==> src/rtl/ro_frame_if.sv <==
// Frame output stream of ro_frame_capture: head frame word plus valid/ready handshake.
interface ro_frame_if #(
    parameter int unsigned N_CH = 8
);
    logic [2*N_CH-1:0] out_data;
    logic              out_valid;
    logic              out_ready;

    modport master (output out_data, output out_valid, input out_ready);
    modport slave  (input out_data, input out_valid, output out_ready);
endinterface

==> src/rtl/ro_frame_capture.sv <==
// Locks to the clk_64 falling edge, captures one 2-bit bus value per slot, packs N_CH slots
// per frame and queues frames in a first-word-fall-through FIFO with overflow/short-frame flags.
module ro_frame_capture #(
    parameter int unsigned N_CH       = 8,
    parameter int unsigned FIFO_DEPTH = 4
) (
    input  logic                         clk_ext,
    input  logic                         rst,
    input  logic                         en,
    input  logic                         clk_64,
    input  logic [1:0]                   bus_in,
    ro_frame_if.master                   frm,
    output logic [$clog2(FIFO_DEPTH):0]  fifo_level,
    output logic [7:0]                   frame_cnt,
    output logic                         ovf,
    output logic                         short_err,
    input  logic                         clr_flags
);
    localparam int unsigned DW = 2 * N_CH;
    localparam int unsigned AW = $clog2(FIFO_DEPTH);
    localparam int unsigned SW = (N_CH > 1) ? $clog2(N_CH) : 1;
    localparam logic [SW-1:0] LastSlot = SW'(N_CH - 1);
    localparam logic [AW:0]   FullLvl  = (AW + 1)'(FIFO_DEPTH);

    typedef enum logic {StIdle, StCapture} state_e;

    state_e            state_q;
    logic [1:0]        bus_q;
    logic              sync_q;
    logic [SW-1:0]     slot_q;
    logic [DW-1:0]     pack_q;
    logic [DW-1:0]     frame_word;
    logic [DW-1:0]     mem [FIFO_DEPTH];
    logic [AW-1:0]     wr_ptr_q;
    logic [AW-1:0]     rd_ptr_q;
    logic              marker, done, full, pop, push, drop, short_set;

    // Bus is driven during the clk_ext high phase, so it is sampled on the falling edge.
    always_ff @(negedge clk_ext or posedge rst) begin
        if (rst) bus_q <= 2'b00;
        else     bus_q <= bus_in;
    end

    always_comb begin
        marker    = sync_q & ~clk_64;
        done      = en && (state_q == StCapture) && (slot_q == LastSlot);
        short_set = en && (state_q == StCapture) && !done && marker;
        full      = (fifo_level == FullLvl);
        pop       = frm.out_valid & frm.out_ready;
        push      = done & (~full | pop);
        drop      = done & full & ~pop;
        frame_word = pack_q;
        for (int unsigned k = 0; k < N_CH; k++) begin
            if (slot_q == SW'(k)) frame_word[2*k +: 2] = bus_q;
        end
        frm.out_valid = (fifo_level != '0);
        frm.out_data  = frm.out_valid ? mem[rd_ptr_q] : '0;
    end

    always_ff @(posedge clk_ext) begin
        if (push) mem[wr_ptr_q] <= frame_word;
    end

    always_ff @(posedge clk_ext or posedge rst) begin
        if (rst) begin
            state_q    <= StIdle;
            slot_q     <= '0;
            pack_q     <= '0;
            sync_q     <= 1'b1;
            wr_ptr_q   <= '0;
            rd_ptr_q   <= '0;
            fifo_level <= '0;
            frame_cnt  <= 8'd0;
            ovf        <= 1'b0;
            short_err  <= 1'b0;
        end else begin
            sync_q <= clk_64;
            if (push) wr_ptr_q <= wr_ptr_q + AW'(1);
            if (pop)  rd_ptr_q <= rd_ptr_q + AW'(1);
            fifo_level <= fifo_level + (AW + 1)'(push) - (AW + 1)'(pop);
            if (push) frame_cnt <= frame_cnt + 8'd1;
            // A set event in the same cycle as clr_flags keeps the flag set.
            ovf       <= drop | (ovf & ~clr_flags);
            short_err <= short_set | (short_err & ~clr_flags);

            // A marker always restarts capture, including on the completion edge.
            if (!en) begin
                state_q <= StIdle;
                slot_q  <= '0;
            end else if (marker) begin
                state_q <= StCapture;
                slot_q  <= '0;
                pack_q  <= '0;
            end else if (done) begin
                state_q <= StIdle;
                slot_q  <= '0;
            end else if (state_q == StCapture) begin
                pack_q <= frame_word;
                slot_q <= slot_q + SW'(1);
            end
        end
    end
endmodule
==> src/flat_wrapper.sv <==
// flat-port wrapper written by rule: the top's interface ports become plain ports
module ro_frame_capture_flat 
#(
    parameter int unsigned N_CH       = 8,
    parameter int unsigned FIFO_DEPTH = 4
)
  (clk_ext, rst, en, clk_64, bus_in, fifo_level, frame_cnt, ovf, short_err, clr_flags, frm_out_data, frm_out_valid, frm_out_ready);
  ro_frame_if #(.N_CH(N_CH)) frm_i ();
  input  logic clk_ext;
  input  logic rst;
  input  logic en;
  input  logic clk_64;
  input  logic [1:0] bus_in;
  output logic [$clog2(FIFO_DEPTH):0] fifo_level;
  output logic [7:0] frame_cnt;
  output logic ovf;
  output logic short_err;
  input  logic clr_flags;
  output wire logic [$bits(frm_i.out_data)-1:0] frm_out_data;
  output wire logic [$bits(frm_i.out_valid)-1:0] frm_out_valid;
  input wire logic [$bits(frm_i.out_ready)-1:0] frm_out_ready;
  assign frm_out_data = frm_i.out_data;
  assign frm_out_valid = frm_i.out_valid;
  assign frm_i.out_ready = frm_out_ready;
  ro_frame_capture #(.N_CH(N_CH), .FIFO_DEPTH(FIFO_DEPTH)) u_core (.clk_ext(clk_ext), .rst(rst), .en(en), .clk_64(clk_64), .bus_in(bus_in), .frm(frm_i), .fifo_level(fifo_level), .frame_cnt(frame_cnt), .ovf(ovf), .short_err(short_err), .clr_flags(clr_flags));
endmodule
==> config.mk <==
export PLATFORM = sky130hd
export DESIGN_NAME = ro_frame_capture_flat
export DESIGN_NICKNAME = d
export VERILOG_FILES = /design/src/rtl/ro_frame_if.sv /design/src/rtl/ro_frame_capture.sv /design/src/flat_wrapper.sv
export SDC_FILE = /design/constraint.sdc
export NUM_CORES = 1
export LEC_CHECK = 0
export CORE_AREA = 2 2 108 110
export DETAILED_ROUTE_END_ITERATION = 10
export DIE_AREA = 0 0 110 112
export SETUP_SLACK_MARGIN = 0.15
export SLEW_MARGIN = 20
export SYNTH_ARGS = -nofsm -noshare
export SYNTH_HDL_FRONTEND = slang
export SYNTH_SLANG_ARGS = --single-unit
==> constraint.sdc <==
create_clock -name clk_ext -period 2.7 [get_ports clk_ext]
set_input_delay 0.54 -clock clk_ext [delete_from_list [all_inputs] [get_ports clk_ext]]
set_output_delay 0.54 -clock clk_ext [all_outputs]
set_load 0.005 [all_outputs]
==> flow_summary.yaml, run 1 <==
sta:
  rsz0062_at_grt: "yes"
  finalHoldViolations: 0
  setup_viol_count_final: 0
  drv_slew: 0
  max_freq_mhz: 387.6
  fin_crit_sh: 0.9555
  worst_pin_slew_ns: 0.5935
  whs_ns: 0.4750
  fin_crit_ns: 2.580
  fin_worst_skew_ns: 0.01140
  max-slew-margin-rel: 0.6043
  fin_tns_setup_ns: 0
clock_network:
  cts_root_buf: "clkbuf_16"
  cts.htree.levels: 3
  clk_latency_ns: 0.34
  clock_sinks: 104
  cts_made_buffers: 9
  clockBufferDepth: 2
  clk_pin_slew_ns: 0.06
  cts_tree: "built"
finish:
  design_area_sq_mm: 0.005396
  area_delta_synth_final_pct: 22.70
  antenna_cells: 0
  drive_gt1_frac: 0.2446
  nNetsFinal: 339
logic_synthesis:
  yosysSeqAreaShare: 0.6649
  syn_inst: 260
  synthFlopType: "edfxtp_1"
  synth_fp_nets: 281
  ys_seq_elements: 104
  synth.area.top_cells: "edfxtp_1, dfrtp_1, mux4_2, mux2_2, ha_1"
  synth.most_common_cell: "edfxtp_1"
  yosysTopAreaCellShare: 0.4370
  synthArstFlopShare: 0.3846
  yosys-top-cells-count: "edfxtp_1, dfrtp_1, and2_1"
  synthesis.area_sq_mm: 0.004398
  synth_edf_count: 64
  synth_top_area_cell: "edfxtp_1"
  postSynthAreaPerCell_sq_um: 16.92
  synthDistinctLibCells: 39
  synth-warning-count: 0
critical_path:
  path_class: "reg2out"
  crit_path_start_kind: "register"
  cp-end-kind: "output pin"
  required_ns: 2.16
  r2r_slack_ns: 0.19
  crit_fanout: 11
  cp.arrival_ns: 2.04
drt:
  drtIter0Drc: 162
  wl_per_cell_um: 18.08
  drc: 0
  finalWirelength_um: 8424
  vias: 2396
  detail-route-antenna-nets: 0
  drt-vias-per-instance: 5.142
  firstDrtPassIters: 4
global_routing:
  antenna_found_initial: 0
  met2_usage: 0.2331
  grt_pass1_vias: 2485
  busiest_layer: "met2"
  grt_max_degree: 25
  grt-ovfl-total: 0
  met3_usage: 0.03630
  grtUsageTotal: 0.1503
  grt_pass1_wl_um: 13590
  use_met1: 0.2109
floorplanning:
  rows: 39
  initial_core_util: 0.3936
  fp.dieH_um: 112
  dieArea_sq_mm: 0.01232
  io_pins: 38
  fp.dieW_um: 110
  design.core.area_sq_mm: 0.01117
pwr:
  pwr_density_cell_mw_per_mm2: 721.7
  p_leak_nw: 2.142
  irDropWorstVdd_uv: 324.8
placement:
  place_congestion: 0.7108
  io_buffers: 37
  postPlaceCellArea_sq_mm: 0.005047
  hpwl_um: 5407
worst_hold_path:
  hold_class: "reg2reg"
job:
  cap_violations: 0
run_status:
  status: "finished clean"
[registers in the layout, summed over array words and instances (netlist names), 2 cells and up]
signal	cells
u_core.mem	64
u_core.rd_ptr_q	2
u_core.pack_q	16
u_core.frame_cnt	8
u_core.bus_q	2
u_core.fifo_level	3
u_core.slot_q	3
u_core.wr_ptr_q	2
[cell usage in the layout (no fill, tap or decap), drive strengths merged, types with 2 or more instances in the layout]
| master | instances |
|---|---|
| nor4 | 2 |
| and2 | 22 |
| nand3 | 5 |
| clkbuf | 12 |
| nor2 | 3 |
| inv | 11 |
| o22ai | 3 |
| dfrtn | 2 |
| mux4 | 16 |
| dfrtp | 37 |
| clkinv | 3 |
| dlygate4sd2 | 3 |
| buf | 19 |
| nor4b | 3 |
| nand2b | 2 |
| ha | 12 |
| dlymetal6s2s | 2 |
| mux2 | 19 |
| xor2 | 8 |
| nor2b | 6 |
| xnor2 | 4 |
| nand2 | 7 |
| a22o | 14 |
| clkdlybuf4s50 | 32 |
| edfxtp | 64 |
[path summary, 6_finish.rpt]
path	start	end	depth (start not counted)
setup / recovery	u_core.rd_ptr_q[0]	frm_out_data[2]	4
hold reg to reg	u_core.frame_cnt[7]	u_core.frame_cnt[7]	1
hold / removal	u_core.frame_cnt[7]	u_core.frame_cnt[7]	1
min in group asynchronous	rst	u_core.pack_q[2]	3
max in group asynchronous	rst	u_core.bus_q[1]	2
setup reg to reg	u_core.bus_q[1]	u_core.pack_q[11]	2
[metal layers]
| metal | up-vias | part of all wire |
|---|---|---|
| met5 | - | 0 |
| met4 | 0 | 0.0077 |
| met3 | 5 | 0.037 |
| met2 | 57 | 0.50 |
| met1 | 1250 | 0.46 |
| li1 | 1084 | - |
[area by class of cell]
cell class | instances | area (sq um)
repair buffers | 56 | 593.1
multi-input cells | 136 | 1386
well taps | 143 | 178.9
clock inverters | 4 | 31.28
flip-flops and latches | 104 | 2925
inverters | 11 | 45.04
clock buffers | 12 | 236.5
fillers | 965 | 5778
[power by group]
| group | internal, W | leakage (nW) | total (W) | switching, W |
|---|---|---|---|---|
| combinational | 0.000558 | 0.873 | 0.000918 | 0.000360 |
| sequential | 0.00173 | 1.14 | 0.00180 | 0.0000676 |
| clock | 0.000631 | 0.131 | 0.00118 | 0.000546 |
[timing repair]
action | 4_1_cts | 5_1_grt
hold buffers | 0 | 0
buffers inserted | 5 | 1
resized for setup | 9 | 2
setup endpoints to repair | 17 | 13
[worst max-delay path: stages, from the launching register on]
cell and delay (ns):
dfrtp_1 0.40, buf_12 0.17, mux4_2 0.52, and2_1 0.17
clkdlybuf4s50_1 0.44
[through the flow]
step | util | worst slack, ns | std cells | total power [W]
floorplan | - | 0.3764 | 260 | 0.002300
global placement | 0.4517 | 0.2200 | 444 | 0.002642
detailed placement | 0.4517 | 0.2145 | 444 | 0.002651
CTS | 0.4818 | 0.07286 | 465 | 0.003949
global route | 0.4829 | 0.01708 | 466 | 0.004101
finish | 0.4829 | 0.1200 | 466 | 0.003894
[cells by family (layout without fill, tap and decap cells)]
group                      after synthesis  count (layout)  synth area share
DFF                                    104             104            0.6649
and+or+nand+nor                         56              56           0.08166
muxes                                   36              36            0.1346
buffers and inverters                   20              83           0.02105
AOI/OAI and AO/OA                       19              19           0.03528
adders and majority gates               13              13           0.03869
xor gates and xnor gates                12              12           0.02390
No activity file was read; power rests on OpenSTA's default activity.
==> run 2: changes to the inputs <==
--- a/config.mk
+++ b/config.mk
@@ -8,8 +8,7 @@
 export CORE_AREA = 2 2 108 110
 export DETAILED_ROUTE_END_ITERATION = 10
 export DIE_AREA = 0 0 110 112
-export SETUP_SLACK_MARGIN = 0.15
-export SLEW_MARGIN = 20
+export SETUP_SLACK_MARGIN = 0.02
 export SYNTH_ARGS = -nofsm -noshare
 export SYNTH_HDL_FRONTEND = slang
 export SYNTH_SLANG_ARGS = --single-unit
==> run 2 against run 1 <==
Critical path depth is the same. Via count down 1.0%. Sequential cell count is the same. Clock skew grew 0.00085 ns. Die area is the same. Critical path type unchanged. Worst setup slack got worse by 0.0090 ns. Clock power about the same. Fmax is 0.35% lower. Power decreased by 2.9%. Combinational power is 14% lower. First-iteration DRC count fell by 11%.
==> flow_summary.yaml, run 2 (same netlist as run 1, synthesis figures left out) <==
floorplanning:
  rows: 39
  fp.dieH_um: 112
  design.core.area_sq_mm: 0.01117
  dieArea_sq_mm: 0.01232
  io_pins: 38
  initial_core_util: 0.3936
  fp.dieW_um: 110
finish:
  area_delta_synth_final_pct: 21.08
  nNetsFinal: 333
  mostFrequentLayoutCell: "edfxtp_1"
  top_register: "u_core.mem"
  mostFrequentLayoutCells: "edfxtp_1, clkdlybuf4s50_1, dfrtp_1, and2_1, mux2_2"
  fill_cells: 971
  antenna_cells: 0
  design_area_sq_mm: 0.005325
  fin_cells: 460
  largest_reg_flops: 64
  drive_gt1_frac: 0.2303
  fin_util: 0.4765
  reg_top3: "u_core.mem (64), u_core.pack_q (16), u_core.frame_cnt (8)"
drt:
  wl_met1_um: 3873
  firstDrtPassIters: 4
  finalWirelength_um: 8319
  detail-route-antenna-nets: 0
  top_layer: "met4"
  routed-wl-met3_um: 318
  vias: 2371
  drc: 0
  drtIter0Drc: 144
  drt-vias-per-instance: 5.154
  wl_per_cell_um: 18.08
  wl_met2_um: 4065
pwr:
  pwr_density_cell_mw_per_mm2: 710.3
  power_w: 0.003782
  p_leak_nw: 2.078
  irDropWorstVdd_uv: 326.8
placement:
  numPlacedInstances: 444
  place_congestion: 0.7108
  postPlaceCellArea_sq_mm: 0.005047
  io_buffers: 37
  hpwl_um: 5407
worst_hold_path:
  min_from: "u_core.frame_cnt[7]"
  hold_class: "reg2reg"
  hold_end: "u_core.frame_cnt[7]"
  min_path_cells: 1
critical_path:
  r2r-end: "u_core.pack_q[11]"
  cp.arrival_ns: 2.05
  crit_fanout: 7
  crit_path_start_kind: "register"
  r2r_slack_ns: 0.19
  path_class: "reg2out"
  required_ns: 2.16
  cp_slowest_stage_delay_ns: 0.50
  path_cells: "buf_4 -> mux4_2 -> and2_1 -> clkdlybuf4s50_1"
  reg2reg_depth: 2
  r2r_start: "u_core.bus_q[1]"
  cpMaxStageDelayCell: "mux4_2"
  cp-end-kind: "output pin"
sta:
  fin_tns_setup_ns: 0
  fin_crit_ns: 2.589
  fin_crit_sh: 0.9589
  rsz0062_at_grt: "yes"
  max_freq_mhz: 386.3
  fin_worst_skew_ns: 0.01225
  drv_slew: 0
  worst_pin_slew_ns: 0.5738
  max-slew-margin-rel: 0.6174
  finalHoldViolations: 0
  setup_viol_count_final: 0
clock_network:
  cts_root_buf: "clkbuf_16"
  clockBufferDepth: 2
  clk_pin_slew_ns: 0.06
  cts_made_buffers: 9
  cts_tree: "built"
  clk_latency_ns: 0.34
  clock_sinks: 104
  cts.htree.levels: 3
job:
  cap_violations: 0
global_routing:
  grt_pass1_vias: 2483
  antenna_found_initial: 0
  grt-ovfl-total: 0
  grt_pass1_wl_um: 13460
  grtUsageTotal: 0.1476
  grt_max_degree: 25
run_status:
  status: "finished clean"
-- run 2: cell types whose count changed in the layout (fill, tap and decap cells not counted), sizes merged --
| cell | before | now |
|---|---|---|
| buf | 19 | 13 |
| clkdlybuf4s50 | 32 | 37 |
| dlygate4sd2 | 3 | 0 |
| dlymetal6s2s | 2 | 0 |
-- run 2: per-stage QoR --
| step | hold WS, ns | setup WS, ns |
|---|---|---|
| 6_report | 0.4750 | 0.1111 |
| 5_1_grt | 0.5072 | 0.004894 |
| 4_1_cts | 0.4839 | 0.06763 |
| 3_5_place_dp | 0.4706 | 0.2145 |
| 3_3_place_gp | 0.4585 | 0.2200 |
| 2_1_floorplan | 0.4494 | 0.3764 |
-- run 2: routing by layer --
metal,global-route usage,vias up
li1,-,1073
met1,0.2093,1235
met2,0.2258,59
met3,0.03630,4
met4,0.04304,0
met5,0,-
-- run 2: layout make-up --
cell class                 count  area [sq um]  area share
clock inverter                 4         31.28    0.005874
clock buffer                  12         236.5     0.04441
tap                          143         178.9     0.03360
sequential                   104          2925      0.5493
timing repair buffer          50         521.8     0.09798
multi-input combinational    136          1386      0.2603
inverter                      11         45.04    0.008459
-- run 2: repair_timing --
action / CTS / global route
buffers inserted: 0 / 0
resized for setup: 3 / 0
pin swaps: 0 / 0
hold buffers: 0 / 0
setup endpoints to repair: 16 / 3
-- run 2: critical path, delay by kind of cell (launching register included) --
kind	cells	cell delay, ns
simple gates	1	0.18
mux	1	0.50
buf+inv	2	0.67
flops	1	0.36
-- run 2: how the worst max path moves through the flow --
stage                                  start               end  depth (start not counted)
after detailed placement           bus_in[0]   u_core.bus_q[0]                          1
final                     u_core.rd_ptr_q[0]  frm_out_data[15]                          4
after floorplan              u_core.bus_q[0]  u_core.pack_q[6]                          2
after global routing      u_core.rd_ptr_q[0]   frm_out_data[2]                          4
after CTS                 u_core.rd_ptr_q[0]   frm_out_data[2]                          4
after global placement             bus_in[0]   u_core.bus_q[0]                          1
-- run 2: where the power goes --
part,internal [W],switching (W)
Sequential,0.00173,0.0000848
Clock,0.000631,0.000546
Combinational,0.000476,0.000313
